--- config.mk ---
export PLATFORM = sky130hd
export DESIGN_NAME = fetch_issue_flat
export DESIGN_NICKNAME = d
export VERILOG_FILES = /design/src/rtl/fetch_issue_if.sv /design/src/rtl/fetch_issue.sv /design/src/flat_wrapper.sv
export SDC_FILE = /design/constraint.sdc
export NUM_CORES = 1
export LEC_CHECK = 0
export CAP_MARGIN = 20
export CELL_PAD_IN_SITES_DETAIL_PLACEMENT = 1
export CELL_PAD_IN_SITES_GLOBAL_PLACEMENT = 1
export CORE_UTILIZATION = 40
export DETAILED_ROUTE_END_ITERATION = 8
export PLACE_DENSITY = 0.77
export REMOVE_ABC_BUFFERS = 1
export SLEW_MARGIN = 20
export SYNTH_ARGS = -nofsm -noshare
export SYNTH_HDL_FRONTEND = slang
export SYNTH_SLANG_ARGS = --single-unit
--- constraint.sdc ---
create_clock -name clk -period 3.4 [get_ports clk]
set_input_delay 1.02 -clock clk [delete_from_list [all_inputs] [get_ports clk]]
set_output_delay 1.02 -clock clk [all_outputs]
set_load 0.05 [all_outputs]
--- src/rtl/fetch_issue_if.sv ---
// Signal bundle between fetch_issue (master) and its imem / decode neighbours (slave).
// The misalign flag exists only when FETCH_MISALIGN_EN is defined.
interface fetch_issue_if #(
    parameter int PC_W = 16
);
    logic            imem_req;
    logic [PC_W-1:0] imem_addr;
    logic [15:0]     imem_rdata;
    logic            imem_done;
    logic [15:0]     instr;
    logic [PC_W-1:0] instr_pc2;
    logic            instr_valid;
    logic            instr_ready;
    logic            redirect;
    logic [PC_W-1:0] redirect_pc;
    logic            halt;
    logic            halted;
`ifdef FETCH_MISALIGN_EN
    logic            misalign;

    modport master (
        output imem_req, imem_addr, instr, instr_pc2, instr_valid, halted, misalign,
        input  imem_rdata, imem_done, instr_ready, redirect, redirect_pc, halt
    );
    modport slave (
        input  imem_req, imem_addr, instr, instr_pc2, instr_valid, halted, misalign,
        output imem_rdata, imem_done, instr_ready, redirect, redirect_pc, halt
    );
`else
    modport master (
        output imem_req, imem_addr, instr, instr_pc2, instr_valid, halted,
        input  imem_rdata, imem_done, instr_ready, redirect, redirect_pc, halt
    );
    modport slave (
        input  imem_req, imem_addr, instr, instr_pc2, instr_valid, halted,
        output imem_rdata, imem_done, instr_ready, redirect, redirect_pc, halt
    );
`endif
endinterface

--- src/rtl/fetch_issue.sv ---
// Fetch front end: PC, one-outstanding imem read, DEPTH-entry buffer to decode; FETCH_MISALIGN_EN halts on odd targets.
// imem_done in cycle N -> instr_valid in N+1; reads stop when buffer+outstanding would exceed DEPTH.
module fetch_issue #(
    parameter int              PC_W     = 16,
    parameter logic [PC_W-1:0] RESET_PC = '0,
    parameter int              DEPTH    = 2
) (
    input logic           clk,
    input logic           rst_n,
    fetch_issue_if.master bus
);
    localparam int AW = (DEPTH > 1) ? $clog2(DEPTH) : 1;
    localparam logic [AW:0] FULL = (AW+1)'(DEPTH);

    typedef logic [PC_W-1:0] pc_t;
    typedef struct packed {
        logic [15:0] dat;
        pc_t         pc2;
    } entry_t;
    typedef enum logic [1:0] {ST_REQ, ST_WAIT, ST_HALT} state_t;

    state_t        state_q, state_d;
    pc_t           pc_q, pc_d;
    logic          squash_q, squash_d;
    logic [AW:0]   count_q, count_d;
    logic [AW-1:0] rd_ptr_q, rd_ptr_d;
    logic [AW-1:0] wr_ptr_q, wr_ptr_d;
    entry_t        mem_q [DEPTH];
    entry_t        mem_d [DEPTH];
`ifdef FETCH_MISALIGN_EN
    logic          misalign_q, misalign_d;
`endif

    logic   valid, pop, push, req, done_ok;
    logic   halt_go, redir_go, bad_target;
    pc_t    target;
    entry_t head;

    assign head  = mem_q[rd_ptr_q];
    assign valid = (count_q != '0) && (state_q != ST_HALT);
    assign pop   = valid && bus.instr_ready;

    always_comb begin
        state_d  = state_q;
        pc_d     = pc_q;
        squash_d = squash_q;
        count_d  = count_q;
        rd_ptr_d = rd_ptr_q;
        wr_ptr_d = wr_ptr_q;
        mem_d    = mem_q;
`ifdef FETCH_MISALIGN_EN
        misalign_d = misalign_q;
`endif

        target = bus.redirect_pc;
`ifdef FETCH_MISALIGN_EN
        bad_target = target[0];
`else
        target[0]  = 1'b0;
        bad_target = 1'b0;
`endif
        // A halt only counts when decode actually consumes the HALT word.
        halt_go  = bus.halt && pop;
        redir_go = bus.redirect && (state_q != ST_HALT) && !halt_go;
        done_ok  = (state_q == ST_WAIT) && bus.imem_done;
        req      = rst_n && (state_q == ST_REQ) && (count_q < FULL) && !bus.redirect && !halt_go;
        push     = done_ok && !squash_q && !bus.redirect && !halt_go;

        if (halt_go || (redir_go && bad_target)) begin
            state_d  = ST_HALT;
            squash_d = 1'b0;
            count_d  = '0;
            rd_ptr_d = '0;
            wr_ptr_d = '0;
`ifdef FETCH_MISALIGN_EN
            misalign_d = misalign_q | (redir_go && bad_target);
`endif
        end else if (redir_go) begin
            count_d  = '0;
            rd_ptr_d = '0;
            wr_ptr_d = '0;
            pc_d     = target;
            // The in-flight read still has to complete before the next one may issue.
            if ((state_q == ST_WAIT) && !bus.imem_done) begin
                squash_d = 1'b1;
            end else begin
                squash_d = 1'b0;
                state_d  = ST_REQ;
            end
        end else begin
            if (pop) begin
                rd_ptr_d = rd_ptr_q + 1'b1;
            end
            // pc_q already points one word past the outstanding read address.
            if (push) begin
                mem_d[wr_ptr_q] = '{dat: bus.imem_rdata, pc2: pc_q};
                wr_ptr_d        = wr_ptr_q + 1'b1;
            end
            case ({push, pop})
                2'b10:   count_d = count_q + 1'b1;
                2'b01:   count_d = count_q - 1'b1;
                default: count_d = count_q;
            endcase
            if (req) begin
                state_d = ST_WAIT;
                pc_d    = pc_q + pc_t'(2);
            end
            if (done_ok) begin
                state_d  = ST_REQ;
                squash_d = 1'b0;
            end
        end
    end

    always_ff @(posedge clk or negedge rst_n) begin
        if (!rst_n) begin
            state_q  <= ST_REQ;
            pc_q     <= RESET_PC;
            squash_q <= 1'b0;
            count_q  <= '0;
            rd_ptr_q <= '0;
            wr_ptr_q <= '0;
            for (int i = 0; i < DEPTH; i++) begin
                mem_q[i] <= '0;
            end
`ifdef FETCH_MISALIGN_EN
            misalign_q <= 1'b0;
`endif
        end else begin
            state_q  <= state_d;
            pc_q     <= pc_d;
            squash_q <= squash_d;
            count_q  <= count_d;
            rd_ptr_q <= rd_ptr_d;
            wr_ptr_q <= wr_ptr_d;
            mem_q    <= mem_d;
`ifdef FETCH_MISALIGN_EN
            misalign_q <= misalign_d;
`endif
        end
    end

    assign bus.imem_req    = req;
    assign bus.imem_addr   = pc_q;
    assign bus.instr_valid = valid;
    assign bus.instr       = valid ? head.dat : '0;
    assign bus.instr_pc2   = valid ? head.pc2 : '0;
    assign bus.halted      = (state_q == ST_HALT);
`ifdef FETCH_MISALIGN_EN
    assign bus.misalign    = misalign_q;
`endif

endmodule
--- src/flat_wrapper.sv ---
// flat-port wrapper written by rule: the top's interface ports become plain ports
module fetch_issue_flat 
#(
    parameter int              PC_W     = 16,
    parameter logic [PC_W-1:0] RESET_PC = '0,
    parameter int              DEPTH    = 2
)
  (clk, rst_n, bus_imem_req, bus_imem_addr, bus_instr, bus_instr_pc2, bus_instr_valid, bus_halted, bus_imem_rdata, bus_imem_done, bus_instr_ready, bus_redirect, bus_redirect_pc, bus_halt);
  fetch_issue_if #(.PC_W(PC_W)) bus_i ();
  input logic clk;
  input logic rst_n;
  output wire logic [$bits(bus_i.imem_req)-1:0] bus_imem_req;
  output wire logic [$bits(bus_i.imem_addr)-1:0] bus_imem_addr;
  output wire logic [$bits(bus_i.instr)-1:0] bus_instr;
  output wire logic [$bits(bus_i.instr_pc2)-1:0] bus_instr_pc2;
  output wire logic [$bits(bus_i.instr_valid)-1:0] bus_instr_valid;
  output wire logic [$bits(bus_i.halted)-1:0] bus_halted;
  input wire logic [$bits(bus_i.imem_rdata)-1:0] bus_imem_rdata;
  input wire logic [$bits(bus_i.imem_done)-1:0] bus_imem_done;
  input wire logic [$bits(bus_i.instr_ready)-1:0] bus_instr_ready;
  input wire logic [$bits(bus_i.redirect)-1:0] bus_redirect;
  input wire logic [$bits(bus_i.redirect_pc)-1:0] bus_redirect_pc;
  input wire logic [$bits(bus_i.halt)-1:0] bus_halt;
  assign bus_imem_req = bus_i.imem_req;
  assign bus_imem_addr = bus_i.imem_addr;
  assign bus_instr = bus_i.instr;
  assign bus_instr_pc2 = bus_i.instr_pc2;
  assign bus_instr_valid = bus_i.instr_valid;
  assign bus_halted = bus_i.halted;
  assign bus_i.imem_rdata = bus_imem_rdata;
  assign bus_i.imem_done = bus_imem_done;
  assign bus_i.instr_ready = bus_instr_ready;
  assign bus_i.redirect = bus_redirect;
  assign bus_i.redirect_pc = bus_redirect_pc;
  assign bus_i.halt = bus_halt;
  fetch_issue #(.PC_W(PC_W), .RESET_PC(RESET_PC), .DEPTH(DEPTH)) u_core (.clk(clk), .rst_n(rst_n), .bus(bus_i));
endmodule
[Word-level counts from Yosys, hierarchy flattened]
Index checks and enable logic that the tools add are counted.
Word-level totals
  output and inout port bits: 51
  bits of input ports: 38
  word-level logic and storage cells: 87
  register bits after elaboration: 87
  bits in latches: 0
  memories kept: 0
  ROM bits: 0
  memory bits (writable): 0
Cells by class
  $add $sub $neg: 5
  reductions and logical operators: 30
  bitwise operators: 4
  muxes and demuxes: 28
  div/mod/pow operators: 0
  shifts and indexed selects: 0
  magnitude comparators: 4
  multiply operators: 0
  equality and inequality tests: 6
Operator list (number)
  32-bit 2-to-1 mux: 4
  64-bit bitwise mux: 1
  16-bit 2-to-1 mux: 4
  32-bit demux with 1-bit select: 1
  16-bit by 2-bit adder with 16-bit output, second input constant: 1
  1-bit logical AND: 15
  2-bit 2-to-1 mux: 7
  1-bit 2-to-1 mux: 10
  3-bit nonzero test: 3
  4-bit nonzero test: 2
  2-bit by 1-bit == test with 1-bit output, second input constant: 2
  2-bit == test, second input constant: 2
  2-bit >= comparator, second input constant: 2
  1-bit logical NOT: 4
  1-bit NOT with 2-bit output: 2
  2-bit one-hot mux with 2 select lines: 1
  2-bit AND reduction: 2
  2-bit nonzero test: 2
  3-bit by 2-bit inequality test with 1-bit output, second input constant: 1
  3-bit AND reduction: 1
  1-bit adder, second input constant: 2
  2-bit by 1-bit adder with 2-bit output, second input constant: 1
  2-bit logical NOT: 1
  2-bit by 1-bit less-than comparator with 1-bit output, second input constant: 1
  4 further kinds: 5

[Longest topological paths before layout]
Gate-level depths: netlist of run 1.
  depth after elaboration: 10
  gate-level depth with buffers: 10
  depth with buffers taken out: 9

[Worst setup path after synthesis of run 1]
OpenSTA, ideal clock, no wires.
  path kind: in2out
  start point: input rst_n
  end point: output bus_imem_req
  data arrival time: 2.257 ns
  path slack: 0.123 ns
  path buffers: 1
  data required time: 2.380 ns
  stages: 4
  cells stage by stage: nor4b_2 nand2_1 buf_2 nor2_1
On the way
  longest elaborated chain between the ends: 4
Ends and longest elaborated chain
  start, declared: line flat_wrapper.sv:11  | input logic rst_n;
  1-bit logical AND (4 in series): line fetch_issue.sv:66  | req = rst_n && (state_q == ST_REQ) && (count_q < FULL) && !bus.redirect && !halt_go;
  end, declared: line flat_wrapper.sv:12  | output wire logic [$bits(bus_i.imem_req)-1:0] bus_imem_req;
No other way between the ends.

[Final worst setup path of run 1]
  start point: input bus_halt
  end point: output bus_imem_req
On the way
  longest elaborated chain between the ends: 3
Ends and longest elaborated chain
  start, declared: line flat_wrapper.sv:23  | input wire logic [$bits(bus_i.halt)-1:0] bus_halt;
  1-bit logical AND: line fetch_issue.sv:63  | halt_go = bus.halt && pop;
  1-bit logical NOT: line fetch_issue.sv:66
  1-bit logical AND: line fetch_issue.sv:66
No other way between the ends.

==> flow_metrics.tcl, run 1 <==
set metrics [dict create \
    status "finished, final reports clean" \
    vdd_ir_drop_max_v 0.000278 \
    ioPinCount 89 \
    p_comb_share_pct 38.7 \
    synth-seq-area-share_pct 48.5 \
    drc 0 \
    finalPower_mw 4.09 \
    yosysTopAreaCell "dfrtp_1" \
    crit_chain "clkdlybuf4s50_1 > nand2_1 > nor3_4 > nor2_1 > buf_12" \
    final_nets 488 \
    cts_tree "done" \
    ys_top_cells_by_area "dfrtp_1, mux2_4, mux2_2" \
    fillers 1088 \
    yosysTopAreaCellShare_pct 48.5 \
    wire_per_inst_um 19.2 \
    grt-busiest-layer "met2" \
    grtUsageTotal_pct 21.4 \
    drive_above_1_share_pct 30.5 \
    cts_max_path_buffers 2 \
    htreeDepth 3 \
    crit_type "input pin to primary output" \
    dpl.hpwl_um 7570 \
    cts_resized 0 \
    relSlewSlack_pct 53.3 \
    worst_pin_slew_ns 0.701 \
    swShare_pct 38.1 \
    grt_use_met2_pct 35.9 \
    post_cts_buffers 0 \
    final_hold_viol_count 0 \
    vias 3224 \
    root_buffer "clkbuf_8" \
    grt_pass1_wl_um 18500 \
    max_freq_mhz 313 \
    grt_pass1_vias 3522 \
    powerDensity_nw_per_um2 734 \
    clockPowerShare_pct 21.6 \
    ys_warn_count 0 \
    use_met1_pct 27.5 \
    cp.arrival_ns 2.17 \
    n_antenna_cell 0 \
    cts_sinks 84 \
    maxSlewViolCount 0 \
    setup-violations-final 0 \
    area_delta_synth_final_pct 28.6 \
    cp_max_fo 5 \
    syn_area_per_cell_um2 12.0 \
    clk_pin_slew_ns 0.08 \
    worst_slack_ns 0.206 \
    rows 37 \
    core_um2 10400 \
    fin_crit_sh_pct 93.9 \
    synthArstFlopShare_pct 100 \
    fin_skew_ns 0.00855 \
    ys_ff_latch 84 \
    met3_usage_pct 4.23 \
    dr.pass1.iters 4 \
    dieArea_um2 11200 \
    dp_slack_ns 0.217 \
    p_switching_mw 1.56 \
    ys.flop_type "dfrtp_1" \
    end_kind "primary output" \
    syn_inst 360 \
    power_frac_seq_pct 39.7 \
    grt_remaining_overflow 0 \
    synth_area_um2 4330 \
    dr.first_iter.drc_count 117 \
    globalplace.congestion 0.767 \
    min_period_ns 3.19 \
    slowest_delay_ns 0.44 \
    routed_wl_um 11300 \
    worstSetupStartpointType "input pin" \
    crit_slowest_cell "clkdlybuf4s50_1" \
    start_util_pct 41.6 \
    insertion_delay_ns 0.37 \
    numPortBuffers 85 \
    antenna_found_initial 1 \
    fin_tns_setup_ns 0 \
    die_w_um 106 \
    viasPerCell 5.47 \
    cts_buffers 9 \
    drv_cap 0 \
    leakage_nw 2.47 \
    die_h_um 106 \
    p_int_mw 2.53 \
    hold_buffers 0 \
    required_ns 2.38 \
    ant_nets 0 \
    rsz0062_at_grt "no" \
    grt_max_degree 56 \
    hold_slack_ns 0.510 \
    min_path_type "register to register" \
    synth-edff-count 0 \
    yosysUniqueCellTypes 53 \
]
layer usage:
metal	routed length, µm	part of all wire (%)	up-vias
li1	-	-	1471
met1	5180	46	1647
met2	5480	48	85
met3	453	4.0	19
met4	204	1.8	2
met5	12	0.11	-
per-stage QoR:
step	instances	area (µm²)	util (%)
after floorplan	337	4170	-
final	589	5570	53.5
after CTS	589	5570	53.5
after global routing	589	5570	53.5
after detailed placement	573	5320	51.1
after global placement	573	5320	51.1
path summary, 6_finish.rpt:
kind                                   start                  endpoint  slack, ns  cells past startpoint
setup / recovery                    bus_halt              bus_imem_req       0.21                      5
hold / removal              u_core.mem_q[46]          u_core.mem_q[46]       0.51                      1
setup reg to reg           u_core.state_q[1]  u_core.bus.imem_addr[12]       1.26                      5
hold reg to reg             u_core.mem_q[46]          u_core.mem_q[46]       0.51                      1
max in group asynchronous              rst_n          u_core.mem_q[48]       1.68                      3
min in group asynchronous              rst_n   u_core.bus.imem_addr[2]       0.68                      2
logic make-up (layout without fill, tap and decap cells):
family | after synthesis | in the layout | synth area share (%)
DFF | 84 | 84 | 48.5
and+or+nand+nor | 107 | 107 | 13.2
muxes | 94 | 94 | 26.1
adders and majority gates | 2 | 2 | 0.578
AOI/OAI and AO/OA | 37 | 37 | 6.15
buffers and inverters | 31 | 123 | 4.56
other | 1 | 2 | 0.0866
xor gates and xnor gates | 4 | 4 | 0.809
registers in the layout, summed over array words and instances, names as in the netlist:
signal / count
u_core.state_q: 2
u_core.bus.imem_addr: 15
u_core.wr_ptr_q: 1
u_core.squash_q: 1
u_core.count_q: 2
u_core.mem_q: 62
u_core.rd_ptr_q: 1
cell usage in the layout, fill, tap and decap left out, types with 3 or more instances in the layout:
| cell type | n |
|---|---|
| a21oi_1 | 5 |
| a311oi_1 | 3 |
| a31oi_1 | 6 |
| and3_1 | 3 |
| and4_1 | 3 |
| buf_12 | 8 |
| buf_4 | 41 |
| bufinv_16 | 3 |
| clkbuf_8 | 10 |
| clkdlybuf4s50_1 | 51 |
| dfrtp_1 | 83 |
| inv_1 | 6 |
| mux2_2 | 32 |
| mux2_4 | 30 |
| mux2i_1 | 32 |
| nand2_1 | 14 |
| nand3_1 | 6 |
| nand4_1 | 4 |
| nor2_1 | 49 |
| nor3_1 | 3 |
| o21ai_0 | 7 |
| o31ai_1 | 3 |
| or3_1 | 4 |
| or4_1 | 4 |
power by group through the flow:
stage / registers (mW) / clock network [mW] / logic [mW]
finish: 1.62 / 0.882 / 1.59
global route: 1.67 / 0.940 / 1.70
CTS: 1.62 / 0.896 / 1.60
detailed placement: 1.64 / 0 / 1.59
global placement: 1.60 / 0 / 1.54
floorplan: 1.76 / 0 / 0.880
synth_stat cells, types with 4 or more instances:
cell type / number
or4_1: 4
nand2_1: 14
nand3_1: 6
mux2_2: 32
dfrtp_1: 84
nand4_1: 4
mux2_4: 30
mux2i_1: 32
clkbuf_1: 8
a31oi_1: 6
a21oi_1: 5
or3_1: 4
nor2_1: 49
buf_1: 4
buf_4: 5
o21ai_0: 7
inv_1: 6
cell type report:
class | instances | area [µm²] | share of cell area [%]
Clock buffer | 10 | 138 | 2.47
Clock inverter | 6 | 111 | 2.00
Timing Repair Buffer | 100 | 978 | 17.6
Tap cell | 136 | 170 | 3.05
Multi-Input combinational cell | 246 | 2040 | 36.6
Inverter | 7 | 28.8 | 0.517
Sequential cell | 84 | 2100 | 37.7
critical path, delay by kind of cell:
kind	cells	cell delay, ns
simple gates	3	0.53
buf+inv	2	0.62
Power figures use the tool's default switching activity.
==> run 2: changes to the inputs <==
--- a/config.mk
+++ b/config.mk
@@ -8,9 +8,10 @@
 export CAP_MARGIN = 20
 export CELL_PAD_IN_SITES_DETAIL_PLACEMENT = 1
 export CELL_PAD_IN_SITES_GLOBAL_PLACEMENT = 1
-export CORE_UTILIZATION = 40
+export CORE_UTILIZATION = 25
 export DETAILED_ROUTE_END_ITERATION = 8
-export PLACE_DENSITY = 0.77
+export GPL_TIMING_DRIVEN = 0
+export PLACE_DENSITY = 0.51
 export REMOVE_ABC_BUFFERS = 1
 export SLEW_MARGIN = 20
 export SYNTH_ARGS = -nofsm -noshare
==> flow_metrics.tcl, run 2 (synthesized netlist as in run 1, its figures left out) <==
set metrics [dict create \
    fin_skew_ns 0.00573 \
    worstSetupStartpointType "input pin" \
    drive_above_1_share_pct 23.6 \
    fin_crit_sh_pct 97.9 \
    p_int_mw 2.56 \
    ioPinCount 89 \
    crit_chain "buf_8 > buf_16 > nor4b_4 > nand2_4 > nor2_2 > buf_4" \
    leakage_nw 2.72 \
    layoutNonFillerInstCount 670 \
    rows 47 \
    dp_cells 650 \
    worst_pin_slew_ns 0.732 \
    clk_pin_slew_ns 0.06 \
    wire_per_inst_um 17.5 \
    dpl.hpwl_um 7700 \
    slowest_delay_ns 0.35 \
    crit_buf_inv 3 \
    cts_max_path_buffers 2 \
    dieArea_um2 17900 \
    power_frac_seq_pct 39.4 \
    dp_slack_ns -1.16 \
    drc 0 \
    powerDensity_nw_per_um2 707 \
    grt_remaining_overflow 0 \
    routed_wl_um 11800 \
    viasPerCell 4.71 \
    cp.arrival_ns 2.31 \
    n_antenna_cell 0 \
    maxSlewViolCount 0 \
    hold_slack_ns 0.502 \
    area_delta_synth_final_pct 34.2 \
    core_um2 16800 \
    globalplace.congestion 0.732 \
    p_comb_share_pct 38.4 \
    finalPower_mw 4.11 \
    crit_family "simple AND/OR/NAND/NOR gates" \
    min_path_type "register to register" \
    final_nets 486 \
    vias 3156 \
    top_register "u_core.mem_q" \
    grt_pass1_wl_um 18900 \
    clockPowerShare_pct 22.2 \
    max_freq_mhz 300 \
    setup-violations-final 0 \
    finish.instance_area_um2 5810 \
    swShare_pct 37.7 \
    layout_commonest_cell "dfrtp_1" \
    antenna_found_initial 0 \
    grt_pass1_vias 3371 \
    status "finished, final reports clean" \
    cts_sinks 84 \
    root_buffer "clkbuf_16" \
    post-route-util_pct 34.7 \
    end_kind "primary output" \
    worst_slack_ns 0.0718 \
    drv_cap 0 \
    relSlewSlack_pct 51.2 \
    largest_reg_flops 62 \
    min_period_ns 3.33 \
    die_h_um 134 \
    insertion_delay_ns 0.34 \
    p_switching_mw 1.55 \
    ant_nets 0 \
    crit_type "input pin to primary output" \
    crit_slowest_cell "nor4b_4" \
    fin_tns_setup_ns 0 \
    layout_common_cells "dfrtp_1, clkdlybuf4s50_1, nor2_1" \
    required_ns 2.38 \
    cts_tree "done" \
    cp_max_fo 19 \
    place_area_um2 5440 \
    final_hold_viol_count 0 \
    numPortBuffers 85 \
    htreeDepth 3 \
    hold_buffers 0 \
    dr.pass1.iters 4 \
    vdd_ir_drop_max_v 0.000254 \
    die_w_um 134 \
    rsz0062_at_grt "yes" \
    start_util_pct 25.8 \
    grt_max_degree 36 \
    grtUsageTotal_pct 13.9 \
    dr.first_iter.drc_count 103 \
    cts_buffers 9 \
]
[run 2: area by class of cell]
| type | instances | area (µm²) |
|---|---|---|
| tap | 220 | 275 |
| inverter | 7 | 28.8 |
| clock inverter | 2 | 10.0 |
| clock buffer | 13 | 260 |
| multi-input combinational | 246 | 2080 |
| sequential | 84 | 2110 |
| fill | 1818 | 10900 |
| timing repair buffer | 98 | 1060 |
[run 2: worst register-to-register path: stages, from the launching register on]
cell and delay (ns):
dfrtp_1 0.48, nand3b_1 0.24, nor3_1 0.46, nand3_4 0.65, mux2_4 0.54
[run 2: path summary, 6_finish.rpt]
check,depth (start not counted),to,slack (ns),start
max,6,bus_imem_req,0.07,rst_n
min,1,u_core.mem_q[49],0.50,u_core.mem_q[49]
max reg2reg,4,u_core.mem_q[18],0.91,u_core.state_q[1]
min reg2reg,1,u_core.mem_q[49],0.50,u_core.mem_q[49]
max in group asynchronous,2,u_core.state_q[0],2.32,rst_n
min in group asynchronous,1,u_core.mem_q[41],0.51,rst_n
[run 2: layer usage]
| layer | vias to the layer above | GRT usage [%] | wire length, µm | share of wire (%) |
|---|---|---|---|---|
| met5 | - | 0 | 0 | 0 |
| met4 | 0 | 5.37 | 219 | 1.9 |
| met3 | 16 | 2.28 | 409 | 3.5 |
| met2 | 71 | 22.7 | 5550 | 47 |
| met1 | 1606 | 18.3 | 5580 | 47 |
| li1 | 1463 | - | - | - |
[run 2: power by group through the flow]
stage               Combinational (mW)  Sequential (mW)  Clock (mW)
global route                      1.70             1.68       0.991
finish                            1.58             1.62       0.913
detailed placement                1.58             1.65           0
global placement                  1.52             1.63           0
CTS                               1.59             1.63       0.953
floorplan                        0.880             1.76           0
[run 2: timing repair]
item	CTS	global route
resized for setup	32	12
pin swaps	1	0
setup buffers	2	1
endpoints found under the hold margin	0	0
cloned	1	1
setup endpoints to repair	26	11
==> run 3: changes to the inputs <==
--- a/config.mk
+++ b/config.mk
@@ -5,13 +5,14 @@
 export SDC_FILE = /design/constraint.sdc
 export NUM_CORES = 1
 export LEC_CHECK = 0
+export ABC_AREA = 1
 export CAP_MARGIN = 20
 export CELL_PAD_IN_SITES_DETAIL_PLACEMENT = 1
 export CELL_PAD_IN_SITES_GLOBAL_PLACEMENT = 1
 export CORE_UTILIZATION = 25
 export DETAILED_ROUTE_END_ITERATION = 8
 export GPL_TIMING_DRIVEN = 0
-export PLACE_DENSITY = 0.51
+export PLACE_DENSITY = 0.55
 export REMOVE_ABC_BUFFERS = 1
 export SLEW_MARGIN = 20
 export SYNTH_ARGS = -nofsm -noshare
==> flow_metrics.tcl, run 3 <==
set metrics [dict create \
    cts_max_path_buffers 2 \
    cts_sinks 84 \
    worstSetupStartpointType "input pin" \
    post-route-util_pct 32.6 \
    clk_pin_slew_ns 0.06 \
    r2r-end "u_core.mem_q[8]" \
    dp_cells 846 \
    hold_path_end "u_core.mem_q[19]" \
    cts_buffers 9 \
    min_period_ns 3.45 \
    violations "setup timing" \
    syn_area_per_cell_um2 8.00 \
    min_from "u_core.mem_q[19]" \
    synthArstFlopShare_pct 100 \
    vias 3895 \
    antenna_found_initial 0 \
    fin_crit_sh_pct 101 \
    numPortBuffers 85 \
    top_register "u_core.mem_q" \
    min_path_type "register to register" \
    grt_max_degree 64 \
    layout_common_cells "nand2_1, dfrtp_1, clkdlybuf4s50_1" \
    yosysMostFrequentCell "nand2_1" \
    yosysUniqueCellTypes 29 \
    ys_warn_count 0 \
    r2r_cells 6 \
    grt_remaining_overflow 0 \
    crit_type "input pin to primary output" \
    finish.instance_area_um2 5700 \
    layout_commonest_cell "nand2_1" \
    fin_skew_ns 0.00740 \
    viasPerCell 4.51 \
    worst_pin_slew_ns 0.933 \
    start_util_pct 25.8 \
    dr.first_iter.drc_count 169 \
    rsz0062_at_grt "yes" \
    synth.top_cells.by_count "nand2_1, dfrtp_1, inv_1, o21ai_2, a21oi_1" \
    drv_cap 0 \
    regArea_um2 2100 \
    multi_input_area_um2 2020 \
    hold_buffers 0 \
    ioPinCount 89 \
    rows 48 \
    required_ns 2.38 \
    yosysTopAreaCellShare_pct 46.6 \
    max_freq_mhz 290 \
    root_buffer "clkbuf_16" \
    synth-seq-area-share_pct 46.6 \
    grtUsageTotal_pct 14.9 \
    grt_pass1_wl_um 21200 \
    dr.pass1.iters 4 \
    drc 0 \
    ant_nets 0 \
    leakage_nw 2.71 \
    die_w_um 136 \
    powerDensity_nw_per_um2 890 \
    largest_reg_flops 62 \
    cp.arrival_ns 2.43 \
    r2r-start "u_core.count_q[1]" \
    place_area_um2 5420 \
    grt_pass1_vias 4172 \
    synth_area_um2 4510 \
    drive_above_1_share_pct 14.1 \
    fillers 2074 \
    synth-edff-count 0 \
    status "finished, violations left" \
    end_kind "primary output" \
    ys_ff_latch 84 \
    hold_slack_ns 0.482 \
    finalPower_mw 5.07 \
    ys.flop_type "dfrtp_1" \
    setup-violations-final 1 \
    maxSlewViolCount 0 \
    vdd_ir_drop_max_v 0.000360 \
    die_h_um 136 \
    min_path_cells 2 \
    fin_tns_setup_ns -0.0468 \
    layoutNonFillerInstCount 863 \
    insertion_delay_ns 0.34 \
    wire_per_inst_um 15.1 \
    core_um2 17500 \
    routed_wl_um 13100 \
    cts_tree "done" \
    n_antenna_cell 0 \
    cp_max_fo 11 \
    final_nets 673 \
    htreeDepth 3 \
    syn_inst 564 \
    yosysTopAreaCell "dfrtp_1" \
    worst_slack_ns -0.0468 \
    relSlewSlack_pct 37.8 \
    dpl.hpwl_um 8340 \
    dieArea_um2 18600 \
    final_hold_viol_count 0 \
    ys_top_cells_by_area "dfrtp_1, nand2_1, o21ai_2" \
    rrSetupSlack_ns 1.07 \
    area_delta_synth_final_pct 26.3 \
    dp_slack_ns -0.758 \
    globalplace.congestion 0.792 \
]
==> run 3: cell count changes in the layout (fill, tap and decap cells not counted), moves of 29 or more <==
cell | before | now
a21oi_1 | 5 | 34
o21ai_2 | 0 | 42
mux2_4 | 30 | 0
inv_1 | 6 | 44
mux2_2 | 32 | 0
nand2_1 | 12 | 214
mux2i_1 | 32 | 0
==> run 3: how the worst max path moves through the flow <==
| stage | end | cells past startpoint | slack, ns | startpoint |
|---|---|---|---|---|
| after floorplan | bus_instr[0] | 6 | -0.33 | u_core.state_q[0] |
| after global placement | bus_imem_req | 6 | -3.80 | rst_n |
| after detailed placement | bus_imem_req | 6 | -0.76 | rst_n |
| after CTS | bus_imem_req | 5 | -0.07 | bus_instr_ready |
| after global routing | bus_imem_req | 5 | -0.10 | bus_halt |
| final | bus_imem_req | 5 | -0.05 | bus_halt |
==> run 3: cell families (layout without fill, tap and decap cells) <==
group | count (synthesis) | count (layout) | share of synthesized area [%]
AND/OR/NAND/NOR | 287 | 288 | 26.9
AO/OA/AOI/OAI | 108 | 108 | 15.7
flip-flops | 84 | 84 | 46.6
buffers and inverters | 78 | 150 | 9.43
XOR/XNOR | 4 | 4 | 0.776
adder cells (fa/ha/maj) | 2 | 2 | 0.555
other | 1 | 2 | 0.0831
==> run 3: cell type report <==
type | count | area share, %
Sequential cell | 84 | 36.9
Multi-Input combinational cell | 404 | 35.4
Timing Repair Buffer | 86 | 14.4
Tap cell | 225 | 4.94
Clock buffer | 10 | 4.02
Inverter | 48 | 3.29
Clock inverter | 6 | 0.966
==> run 3: critical path, stage by stage <==
cell             delay, ns
clkdlybuf4s50_1       0.60
nand4_4               0.32
nand2_4               0.20
inv_1                 0.09
buf_4                 0.19
==> run 3: power by group <==
part           total [mW]  internal (mW)  switching, mW
registers            1.82           1.44          0.382
clock network       0.959          0.563          0.396
logic                2.29          0.716           1.58
==> run 3: per-layer routing <==
layer	vias to the layer above	share of wire (%)	wire length [µm]	track usage, %
met1	1879	47	6180	19.2
met4	0	2.0	259	5.86
li1	1942	-	-	-
met5	-	0	0	0
met2	60	48	6240	24.8
met3	14	2.9	381	2.20
==> run 3: repair_timing <==
item	4_1_cts	5_1_grt
setup endpoints to repair	32	29
resized for setup	53	22
gates cloned	0	1
buffers inserted	0	0
pin swaps	1	1
